### config.mk
export PLATFORM = sky130hd
export DESIGN_NAME = qconv_ihw_walker
export DESIGN_NICKNAME = d
export VERILOG_FILES = /design/src/rtl/qconv_pkg.sv /design/src/rtl/qconv_loop_counter.sv /design/src/rtl/qconv_ihw_walker.sv
export SDC_FILE = /design/constraint.sdc
export NUM_CORES = 1
export LEC_CHECK = 0
export ABC_CLOCK_PERIOD_IN_PS = 5500
export BUFFER_PORTS_ARGS = -buffer_cell sky130_fd_sc_hd__clkbuf_2
export CAP_MARGIN = 0
export CORE_MARGIN = 2
export CORE_UTILIZATION = 35
export DETAILED_ROUTE_END_ITERATION = 8
export GPL_TIMING_DRIVEN = 0
export PLACE_DENSITY_LB_ADDON = 0.15
export SKIP_CTS_REPAIR_TIMING = 1
export SLEW_MARGIN = 15
export SYNTH_ARGS = -nofsm -noshare
export SYNTH_HDL_FRONTEND = slang
export SYNTH_SLANG_ARGS = --single-unit
### constraint.sdc
create_clock -name clk -period 5.5 [get_ports clk]
set_clock_uncertainty 0.05 [all_clocks]
set_input_delay 0.55 -clock clk [delete_from_list [all_inputs] [get_ports clk]]
set_output_delay 0.55 -clock clk [all_outputs]
set_load 0.005 [all_outputs]
### src/rtl/qconv_pkg.sv
// Shared qconv definitions: default widths and walker state encoding.
package qconv_pkg;

  localparam int unsigned HBitWidth = 8;
  localparam int unsigned WBitWidth = 8;
  localparam int unsigned AddrWidth = 16;

  localparam logic [1:0] IHW_STATE_IDLE = 2'd0;
  localparam logic [1:0] IHW_STATE_LOAD = 2'd1;
  localparam logic [1:0] IHW_STATE_RUN  = 2'd2;
  localparam logic [1:0] IHW_STATE_DONE = 2'd3;

  typedef enum logic [1:0] {
    IHW_IDLE = IHW_STATE_IDLE,
    IHW_LOAD = IHW_STATE_LOAD,
    IHW_RUN  = IHW_STATE_RUN,
    IHW_DONE = IHW_STATE_DONE
  } ihw_state_e;

endpackage

### src/rtl/qconv_loop_counter.sv
// Loop index counter: clear, increment-on-enable, flag when index is limit-1.
module qconv_loop_counter #(
  parameter int unsigned Width = 8
) (
  input  logic             clk,
  input  logic             rst_n,
  input  logic             clr,
  input  logic             inc,
  input  logic [Width-1:0] limit,
  output logic             is_last_c
);

  logic [Width-1:0] idx_q;

  // Index register; clear has priority over increment.
  always_ff @(posedge clk or negedge rst_n) begin
    if (!rst_n) begin
      idx_q <= '0;
    end else if (clr) begin
      idx_q <= '0;
    end else if (inc) begin
      idx_q <= idx_q + Width'(1);
    end
  end

  assign is_last_c = (idx_q == (limit - Width'(1)));

endmodule

### src/rtl/qconv_ihw_walker.sv
// Input height x width raster walker: emits one buffer address per position
// over valid/ready, then pulses finish back to the controller.
module qconv_ihw_walker
  import qconv_pkg::*;
#(
  parameter int unsigned HBitWidth = qconv_pkg::HBitWidth,
  parameter int unsigned WBitWidth = qconv_pkg::WBitWidth,
  parameter int unsigned AddrWidth = qconv_pkg::AddrWidth
) (
  input  logic                 clk,
  input  logic                 rst_n,
  input  logic                 start,
  input  logic [HBitWidth-1:0] cfg_height,
  input  logic [WBitWidth-1:0] cfg_width,
  input  logic [AddrWidth-1:0] cfg_base,
  input  logic [AddrWidth-1:0] cfg_stride,
  output logic [AddrWidth-1:0] addr,
  output logic                 addr_valid,
  input  logic                 addr_ready,
  output logic                 busy,
  output logic                 finish
);

  ihw_state_e state_q, state_d;

  logic [HBitWidth-1:0] height_q;
  logic [WBitWidth-1:0] width_q;
  logic [AddrWidth-1:0] base_q;
  logic [AddrWidth-1:0] stride_q;

  logic [AddrWidth-1:0] row_q, row_d;
  logic [AddrWidth-1:0] addr_q, addr_d;
  logic                 valid_q, valid_d;
  logic                 busy_q, busy_d;
  logic                 finish_q, finish_d;

  logic cap;
  logic w_clr, w_inc, w_last;
  logic h_clr, h_inc, h_last;

  // Inner (column) index.
  qconv_loop_counter #(.Width(WBitWidth)) u_w_cnt (
    .clk       (clk),
    .rst_n     (rst_n),
    .clr       (w_clr),
    .inc       (w_inc),
    .limit     (width_q),
    .is_last_c (w_last)
  );

  // Outer (row) index.
  qconv_loop_counter #(.Width(HBitWidth)) u_h_cnt (
    .clk       (clk),
    .rst_n     (rst_n),
    .clr       (h_clr),
    .inc       (h_inc),
    .limit     (height_q),
    .is_last_c (h_last)
  );

  // State and output registers.
  always_ff @(posedge clk or negedge rst_n) begin
    if (!rst_n) begin
      state_q  <= IHW_IDLE;
      row_q    <= '0;
      addr_q   <= '0;
      valid_q  <= 1'b0;
      busy_q   <= 1'b0;
      finish_q <= 1'b0;
    end else begin
      state_q  <= state_d;
      row_q    <= row_d;
      addr_q   <= addr_d;
      valid_q  <= valid_d;
      busy_q   <= busy_d;
      finish_q <= finish_d;
    end
  end

  // Descriptor capture, only on a start accepted in IDLE.
  always_ff @(posedge clk or negedge rst_n) begin
    if (!rst_n) begin
      height_q <= '0;
      width_q  <= '0;
      base_q   <= '0;
      stride_q <= '0;
    end else if (cap) begin
      height_q <= cfg_height;
      width_q  <= cfg_width;
      base_q   <= cfg_base;
      stride_q <= cfg_stride;
    end
  end

  // Next-state, next-output and counter control.
  always_comb begin
    state_d  = state_q;
    row_d    = row_q;
    addr_d   = addr_q;
    valid_d  = valid_q;
    finish_d = 1'b0;
    cap      = 1'b0;
    w_clr    = 1'b0;
    w_inc    = 1'b0;
    h_clr    = 1'b0;
    h_inc    = 1'b0;

    unique case (state_q)
      IHW_IDLE: begin
        if (start) begin
          state_d = IHW_LOAD;
          cap     = 1'b1;
        end
      end
      IHW_LOAD: begin
        w_clr  = 1'b1;
        h_clr  = 1'b1;
        row_d  = base_q;
        addr_d = base_q;
        if ((height_q == '0) || (width_q == '0)) begin
          state_d  = IHW_DONE;
          finish_d = 1'b1;
        end else begin
          state_d = IHW_RUN;
          valid_d = 1'b1;
        end
      end
      IHW_RUN: begin
        if (valid_q && addr_ready) begin
          if (!w_last) begin
            w_inc  = 1'b1;
            addr_d = addr_q + AddrWidth'(1);
          end else if (!h_last) begin
            w_clr  = 1'b1;
            h_inc  = 1'b1;
            row_d  = row_q + stride_q;
            addr_d = row_q + stride_q;
          end else begin
            valid_d  = 1'b0;
            state_d  = IHW_DONE;
            finish_d = 1'b1;
          end
        end
      end
      IHW_DONE: begin
        state_d = IHW_IDLE;
      end
      default: begin
        state_d = IHW_IDLE;
        valid_d = 1'b0;
      end
    endcase

    busy_d = (state_d != IHW_IDLE);
  end

  assign addr       = addr_q;
  assign addr_valid = valid_q;
  assign busy       = busy_q;
  assign finish     = finish_q;

endmodule

==> results.sh, run 1 <==
export IMPL_finalSetupViolCount=0
export IMPL_fin_crit_sh_pct=61.9
export IMPL_critPathRequiredTime_ns=5.68
export IMPL_fmax_mhz=294
export IMPL_p_leak_nw=3.08
export IMPL_crit_path_end_kind="flip-flop"
export IMPL_drc=0
export IMPL_synth_xor_area_share_pct=7.07
export IMPL_ir_worst_vdd_v=0.000262
export IMPL_crit_end="row_q[8]$_DFFE_PN0P_"
export IMPL_diodes=0
export IMPL_timing_worst_slew_pin_value_ns=0.870
export IMPL_pin_count=71
export IMPL_criticalPathCategory="reg -> reg"
export IMPL_syn_inst=598
export IMPL_fp_coreArea_sq_mm=0.0171
export IMPL_final_cell_mix="dfrtp_1, clkbuf_2, mux2_2, nand2_1, nor2_1"
export IMPL_gp_congestion=0.866
export IMPL_postPlaceCellArea_sq_mm=0.00674
export IMPL_synth_top_family_by_area="simple AND/OR/NAND/NOR gates"
export IMPL_yosysSeqAreaShare_pct=41.7
export IMPL_layout_cells_most_common="dfrtp_1"
export IMPL_grt_max_degree=71
export IMPL_dieWidth_um=136
export IMPL_grt_usage_pct=18.0
export IMPL_min_period_ns=3.40
export IMPL_max_slew_margin_pct=41.2
export IMPL_grt_pass1_wl_mm=25.6
export IMPL_rsz0062_at_grt="no"
export IMPL_synth_seq_cells=101
export IMPL_synthesis_yosys_warnings=0
export IMPL_drive_above_1_share_pct=23.7
export IMPL_hold_viol_final=0
export IMPL_dr_pass1_iters=4
export IMPL_htreeDepth=3
export IMPL_synth_top_area_share_pct=41.7
export IMPL_reg2reg_slack_ns=2.10
export IMPL_first_global_vias=4937
export IMPL_clockBufferDepth=2
export IMPL_clkLatencyLatePin_ns=0.35
export IMPL_ys_types=60
export IMPL_tns_ns=0
export IMPL_crit_start="height_q[0]$_DFFE_PN0P_"
export IMPL_cts_tree="done"
export IMPL_synth_compound_area_share_pct=14.7
export IMPL_synth_nets=676
export IMPL_synth_edf_count=0
export IMPL_grt_ovfl_total=0
export IMPL_hp_class="in -> async"
export IMPL_dpl_hpwl_mm=11.9
export IMPL_pwr_density_cell_mw_per_mm2=636
export IMPL_ant_nets=0
export IMPL_yosys_area_share_simple_pct=15.1
export IMPL_rows=48
export IMPL_area_growth_pct=15.3
export IMPL_synth_fa_ha_area_share_pct=5.49
export IMPL_num_vias=4867
export IMPL_cts_sinks=101
export IMPL_antenna_found_initial=0
export IMPL_synth_largest_area_cell="dfrtp_1"
export IMPL_path_max_fanout=10
export IMPL_fin_util_pct=40.9
export IMPL_critPathLaunchType="flip-flop"
export IMPL_avgViaCountPerCell=5.35
export IMPL_die_area_sq_mm=0.0184
export IMPL_synthMuxAreaShare_pct=13.0
export IMPL_reg2reg_to="row_q[8]$_DFFE_PN0P_"
export IMPL_synth_cell_area_sq_mm=0.00607
export IMPL_cts_buffers_inserted=9
export IMPL_drt_initial_drc_count=278
export IMPL_synth_area_leaders="dfrtp_1, mux2_2, ha_1"
export IMPL_reg2regPathDepth=10
export IMPL_start_util_pct=35.4
export IMPL_r2r_start="height_q[0]$_DFFE_PN0P_"
export IMPL_finalWirelength_mm=15.9
export IMPL_die_h_um=136
export IMPL_finalNetCount=758
export IMPL_drv_cap=0
export IMPL_io_buffers=70
export IMPL_ys_flop_type="dfrtp_1"
export IMPL_status="completed"
export IMPL_design_area_sq_mm=0.00700
export IMPL_cts_root_buf="clkbuf_16"
export IMPL_critPathArrivalTime_ns=3.59
export IMPL_async_flop_share_pct=100
export IMPL_avgSynthCellArea_sq_um=10.1
export IMPL_wl_per_cell_um=17.5
export IMPL_final_max_slew_viol_count=0
export IMPL_clkTransAtPathRegs_ns=0.07
==> routing by layer <==
metal,wire length [um],track usage [%]
met1,7000,22.2
met2,7700,30.2
met3,745,4.79
met4,508,6.89
met5,0,0
==> cell usage after synthesis, types with 6 or more instances <==
| cell | number |
|---|---|
| dfrtp_1 | 101 |
| mux2_2 | 64 |
| nand2_1 | 41 |
| nor2_1 | 39 |
| xnor2_1 | 31 |
| a21oi_1 | 30 |
| ha_1 | 25 |
| inv_1 | 24 |
| nand3_1 | 20 |
| xor2_1 | 18 |
| clkbuf_1 | 16 |
| o21ai_0 | 16 |
| a31oi_1 | 13 |
| o211ai_1 | 11 |
| nor2b_1 | 10 |
| nor4_1 | 10 |
| and3_1 | 9 |
| nor3_1 | 9 |
| o31ai_1 | 8 |
| or3_1 | 8 |
| mux2i_1 | 7 |
| nand2b_1 | 7 |
| nand4_1 | 7 |
| a21o_1 | 6 |
==> cell type report <==
class,instances,area [sq um]
plain buffers,20,90.1
clock buffers,13,250
clock inverters,2,10.0
fillers,1693,10100
inverters,25,93.8
multi-input cells,452,3360
flip-flops and latches,101,2530
well taps,225,282
repair buffers,71,387
==> cell families after synthesis <==
logic type                 count (synthesis)
and+or+nand+nor                          178
DFF                                      101
muxes                                     71
xor gates and xnor gates                  49
buffers and inverters                     45
AOI/OAI and AO/OA                        128
adders and majority gates                 26
==> sequential cells by signal, summed over array words and instances (netlist names) <==
name           count
row_q             16
addr_valid         1
u_h_cnt.idx_q      8
base_q            16
finish             1
height_q           8
state_q            2
busy               1
stride_q          16
addr              16
width_q            8
u_w_cnt.idx_q      8
==> worst min-delay path by stage <==
stage | start | to | slack [ns] | cells after the start
5_1_grt | rst_n | addr_valid$_DFFE_PN0P_ | 0.05 | 1
2_1_floorplan | rst_n | addr[0]$_DFFE_PN0P_ | 0.20 | 0
6_report | rst_n | height_q[6]$_DFFE_PN0P_ | 0.04 | 1
3_5_place_dp | rst_n | width_q[5]$_DFFE_PN0P_ | 0.42 | 1
3_3_place_gp | row_q[6]$_DFFE_PN0P_ | row_q[6]$_DFFE_PN0P_ | 0.44 | 1
4_1_cts | rst_n | addr_valid$_DFFE_PN0P_ | 0.04 | 1
==> critical path, stage by stage, from the launching register on <==
cell and delay [ns]:
dfrtp_1 0.45, inv_1 0.09, ha_1 0.22, or4b_2 0.62, nor2_1 0.14, xnor2_1 0.13
o2111ai_1 0.26, o2111ai_2 0.33, a21boi_4 0.41, buf_6 0.24, mux2_2 0.35
==> power breakdown <==
| group | total [mW] | switching (mW) | leakage [nW] | internal, mW |
|---|---|---|---|---|
| logic | 2.47 | 1.36 | 1.72 | 1.11 |
| registers | 1.39 | 0.317 | 1.22 | 1.07 |
| clock network | 0.591 | 0.275 | 0.129 | 0.316 |
| total | 4.45 | 1.95 | 3.08 | 2.50 |
==> through the flow <==
step / worst slack, ns / instances / power (mW) / hold slack [ns]
6_report: 2.10 / 909 / 4.45 / 0.0447
5_1_grt: 1.90 / 909 / 4.83 / 0.0494
4_1_cts: 2.06 / 909 / 4.48 / 0.0399
3_5_place_dp: 2.07 / 894 / 3.86 / 0.420
3_3_place_gp: 2.10 / 893 / 3.79 / 0.442
2_1_floorplan: 2.60 / 598 / 3.17 / 0.204
No activity file was read; power rests on OpenSTA's default activity.
==> inputs of run 2 (changes only) <==
--- a/config.mk
+++ b/config.mk
@@ -5,7 +5,7 @@
 export SDC_FILE = /design/constraint.sdc
 export NUM_CORES = 1
 export LEC_CHECK = 0
-export ABC_CLOCK_PERIOD_IN_PS = 5500
+export ABC_CLOCK_PERIOD_IN_PS = 3000
 export BUFFER_PORTS_ARGS = -buffer_cell sky130_fd_sc_hd__clkbuf_2
 export CAP_MARGIN = 0
 export CORE_MARGIN = 2
==> constraint.sdc (replaced) <==
create_clock -name clk -period 3 [get_ports clk]
set_clock_uncertainty 0.05 [all_clocks]
set_input_delay 0.3 -clock clk [delete_from_list [all_inputs] [get_ports clk]]
set_output_delay 0.3 -clock clk [all_outputs]
set_load 0.005 [all_outputs]
==> run 2 against run 1 <==
Net effect: the flow now finishes with violations (negative setup slack); register-to-register slack worse by 2.1 ns; sequential power is 84% higher; die area unchanged; final cell count increased by 1.9%; power increased by 92%; non-clock buffer count increased by 17; first-iteration DRC count is 20% higher; worst hold slack gained 0.080 ns; largest power group unchanged.
==> results.sh, run 2 (synthesis results as in run 1) <==
export IMPL_cts_buffers_inserted=9
export IMPL_hold_viol_final=0
export IMPL_min_period_ns=3.02
export IMPL_grt_max_degree=71
export IMPL_fp_coreArea_sq_mm=0.0171
export IMPL_critPathArrivalTime_ns=3.21
export IMPL_dp_cells=894
export IMPL_grt_ovfl_total=0
export IMPL_fmax_mhz=332
export IMPL_rsz0062_at_grt="yes"
export IMPL_dpl_hpwl_mm=11.9
export IMPL_pin_count=71
export IMPL_drc=0
export IMPL_finalSetupViolCount=6
export IMPL_gp_congestion=0.866
export IMPL_avgViaCountPerCell=5.32
export IMPL_finalNonFillerCells=926
export IMPL_path_max_fanout=7
export IMPL_timing_hold_ws_ns=0.125
export IMPL_wl_per_cell_um=17.5
export IMPL_critPathLaunchType="flip-flop"
export IMPL_violations="negative setup slack"
export IMPL_drt_initial_drc_count=334
export IMPL_max_slew_margin_pct=45.6
export IMPL_cts_root_buf="clkbuf_16"
export IMPL_p_leak_nw=3.26
export IMPL_layout_cells_most_common="dfrtp_1"
export IMPL_finalNetCount=775
export IMPL_critical_path_cell_chain="or4_4 -> or4b_4 -> nand3_4 -> a31oi_4 -> o2111ai_2 -> a21boi_4 -> buf_4 -> buf_6 -> mux2_4"
export IMPL_final_max_slew_viol_count=0
export IMPL_critPathRequiredTime_ns=3.19
export IMPL_fin_crit_sh_pct=101
export IMPL_ant_nets=0
export IMPL_area_growth_pct=20.2
export IMPL_worst_slack_ns=-0.0154
export IMPL_crit_start="height_q[2]$_DFFE_PN0P_"
export IMPL_clkTransAtPathRegs_ns=0.07
export IMPL_path_buf_inv=2
export IMPL_antenna_found_initial=0
export IMPL_dieWidth_um=136
export IMPL_die_h_um=136
export IMPL_crit_path_end_kind="flip-flop"
export IMPL_die_area_sq_mm=0.0184
export IMPL_io_buffers=70
export IMPL_ir_worst_vdd_v=0.000485
export IMPL_max_stage_delay_ns=0.57
export IMPL_power_mw=8.53
export IMPL_diodes=0
export IMPL_path_delay_family="simple AND/OR/NAND/NOR gates"
export IMPL_grt_usage_pct=18.0
export IMPL_clockBufferDepth=2
export IMPL_finalWirelength_mm=16.2
export IMPL_drv_cap=0
export IMPL_final_cell_mix="dfrtp_1, clkbuf_2, mux2_2, nand2_1, nor2_1"
export IMPL_dr_pass1_iters=5
export IMPL_clkLatencyLatePin_ns=0.35
export IMPL_hp_class="in -> reg"
export IMPL_drive_above_1_share_pct=28.2
export IMPL_cts_sinks=101
export IMPL_rows=48
export IMPL_htreeDepth=3
export IMPL_first_global_vias=4937
export IMPL_cts_tree="done"
export IMPL_start_util_pct=35.4
export IMPL_pwr_density_cell_mw_per_mm2=1170
export IMPL_timing_worst_slew_pin_value_ns=0.816
export IMPL_slowest_stage="or4_4"
export IMPL_grt_pass1_wl_mm=25.6
export IMPL_num_vias=4927
export IMPL_r2r_start="height_q[2]$_DFFE_PN0P_"
export IMPL_hold_path_startpoint="cfg_base[12]"
export IMPL_criticalPathCategory="reg -> reg"
export IMPL_status="complete, but fails checks"
[run 2: report_power, final]
| group | switching [mW] | leakage (nW) | internal, mW |
|---|---|---|---|
| logic | 2.61 | 1.91 | 2.27 |
| registers | 0.590 | 1.22 | 1.97 |
| clock network | 0.511 | 0.129 | 0.580 |
[run 2: area by class of cell]
| cell class | count | area (sq um) |
|---|---|---|
| clock buffers | 13 | 250 |
| inverters | 25 | 93.8 |
| flip-flops and latches | 101 | 2530 |
| fillers | 1674 | 9820 |
| clock inverters | 2 | 10.0 |
| multi-input cells | 452 | 3490 |
| repair buffers | 88 | 536 |
| plain buffers | 20 | 105 |
| well taps | 225 | 282 |
[run 2: path summary, 6_finish.rpt]
path	to	slack, ns	cells past startpoint
setup reg to reg	row_q[0]$_DFFE_PN0P_	-0.02	9
min in group asynchronous	width_q[5]$_DFFE_PN0P_	0.36	2
hold reg to reg	base_q[5]$_DFFE_PN0P_	0.46	1
setup / recovery	row_q[0]$_DFFE_PN0P_	-0.02	9
max in group asynchronous	addr[8]$_DFFE_PN0P_	1.89	3
hold / removal	base_q[12]$_DFFE_PN0P_	0.12	2
[run 2: routing by layer]
| metal | routed length [um] | up-vias | GRT usage, % |
|---|---|---|---|
| met2 | 7970 | 128 | 30.2 |
| met5 | 0 | - | 0 |
| met1 | 7030 | 2404 | 22.2 |
| met4 | 429 | 0 | 6.89 |
| met3 | 796 | 23 | 4.79 |
| li1 | - | 2372 | - |
[run 2: stage by stage]
| stage | utilization [%] | TNS (ns) | setup slack [ns] | instance area, sq um |
|---|---|---|---|---|
| finish | 42.6 | -0.0350 | -0.0154 | 7290 |
| CTS | 40.9 | -10.87 | -0.441 | 7000 |
| global placement | 39.1 | -9.07 | -0.398 | 6700 |
| detailed placement | 39.3 | -9.93 | -0.427 | 6740 |
| floorplan | - | 0 | 0.105 | 6070 |
| global route | 42.6 | -1.08 | -0.116 | 7290 |
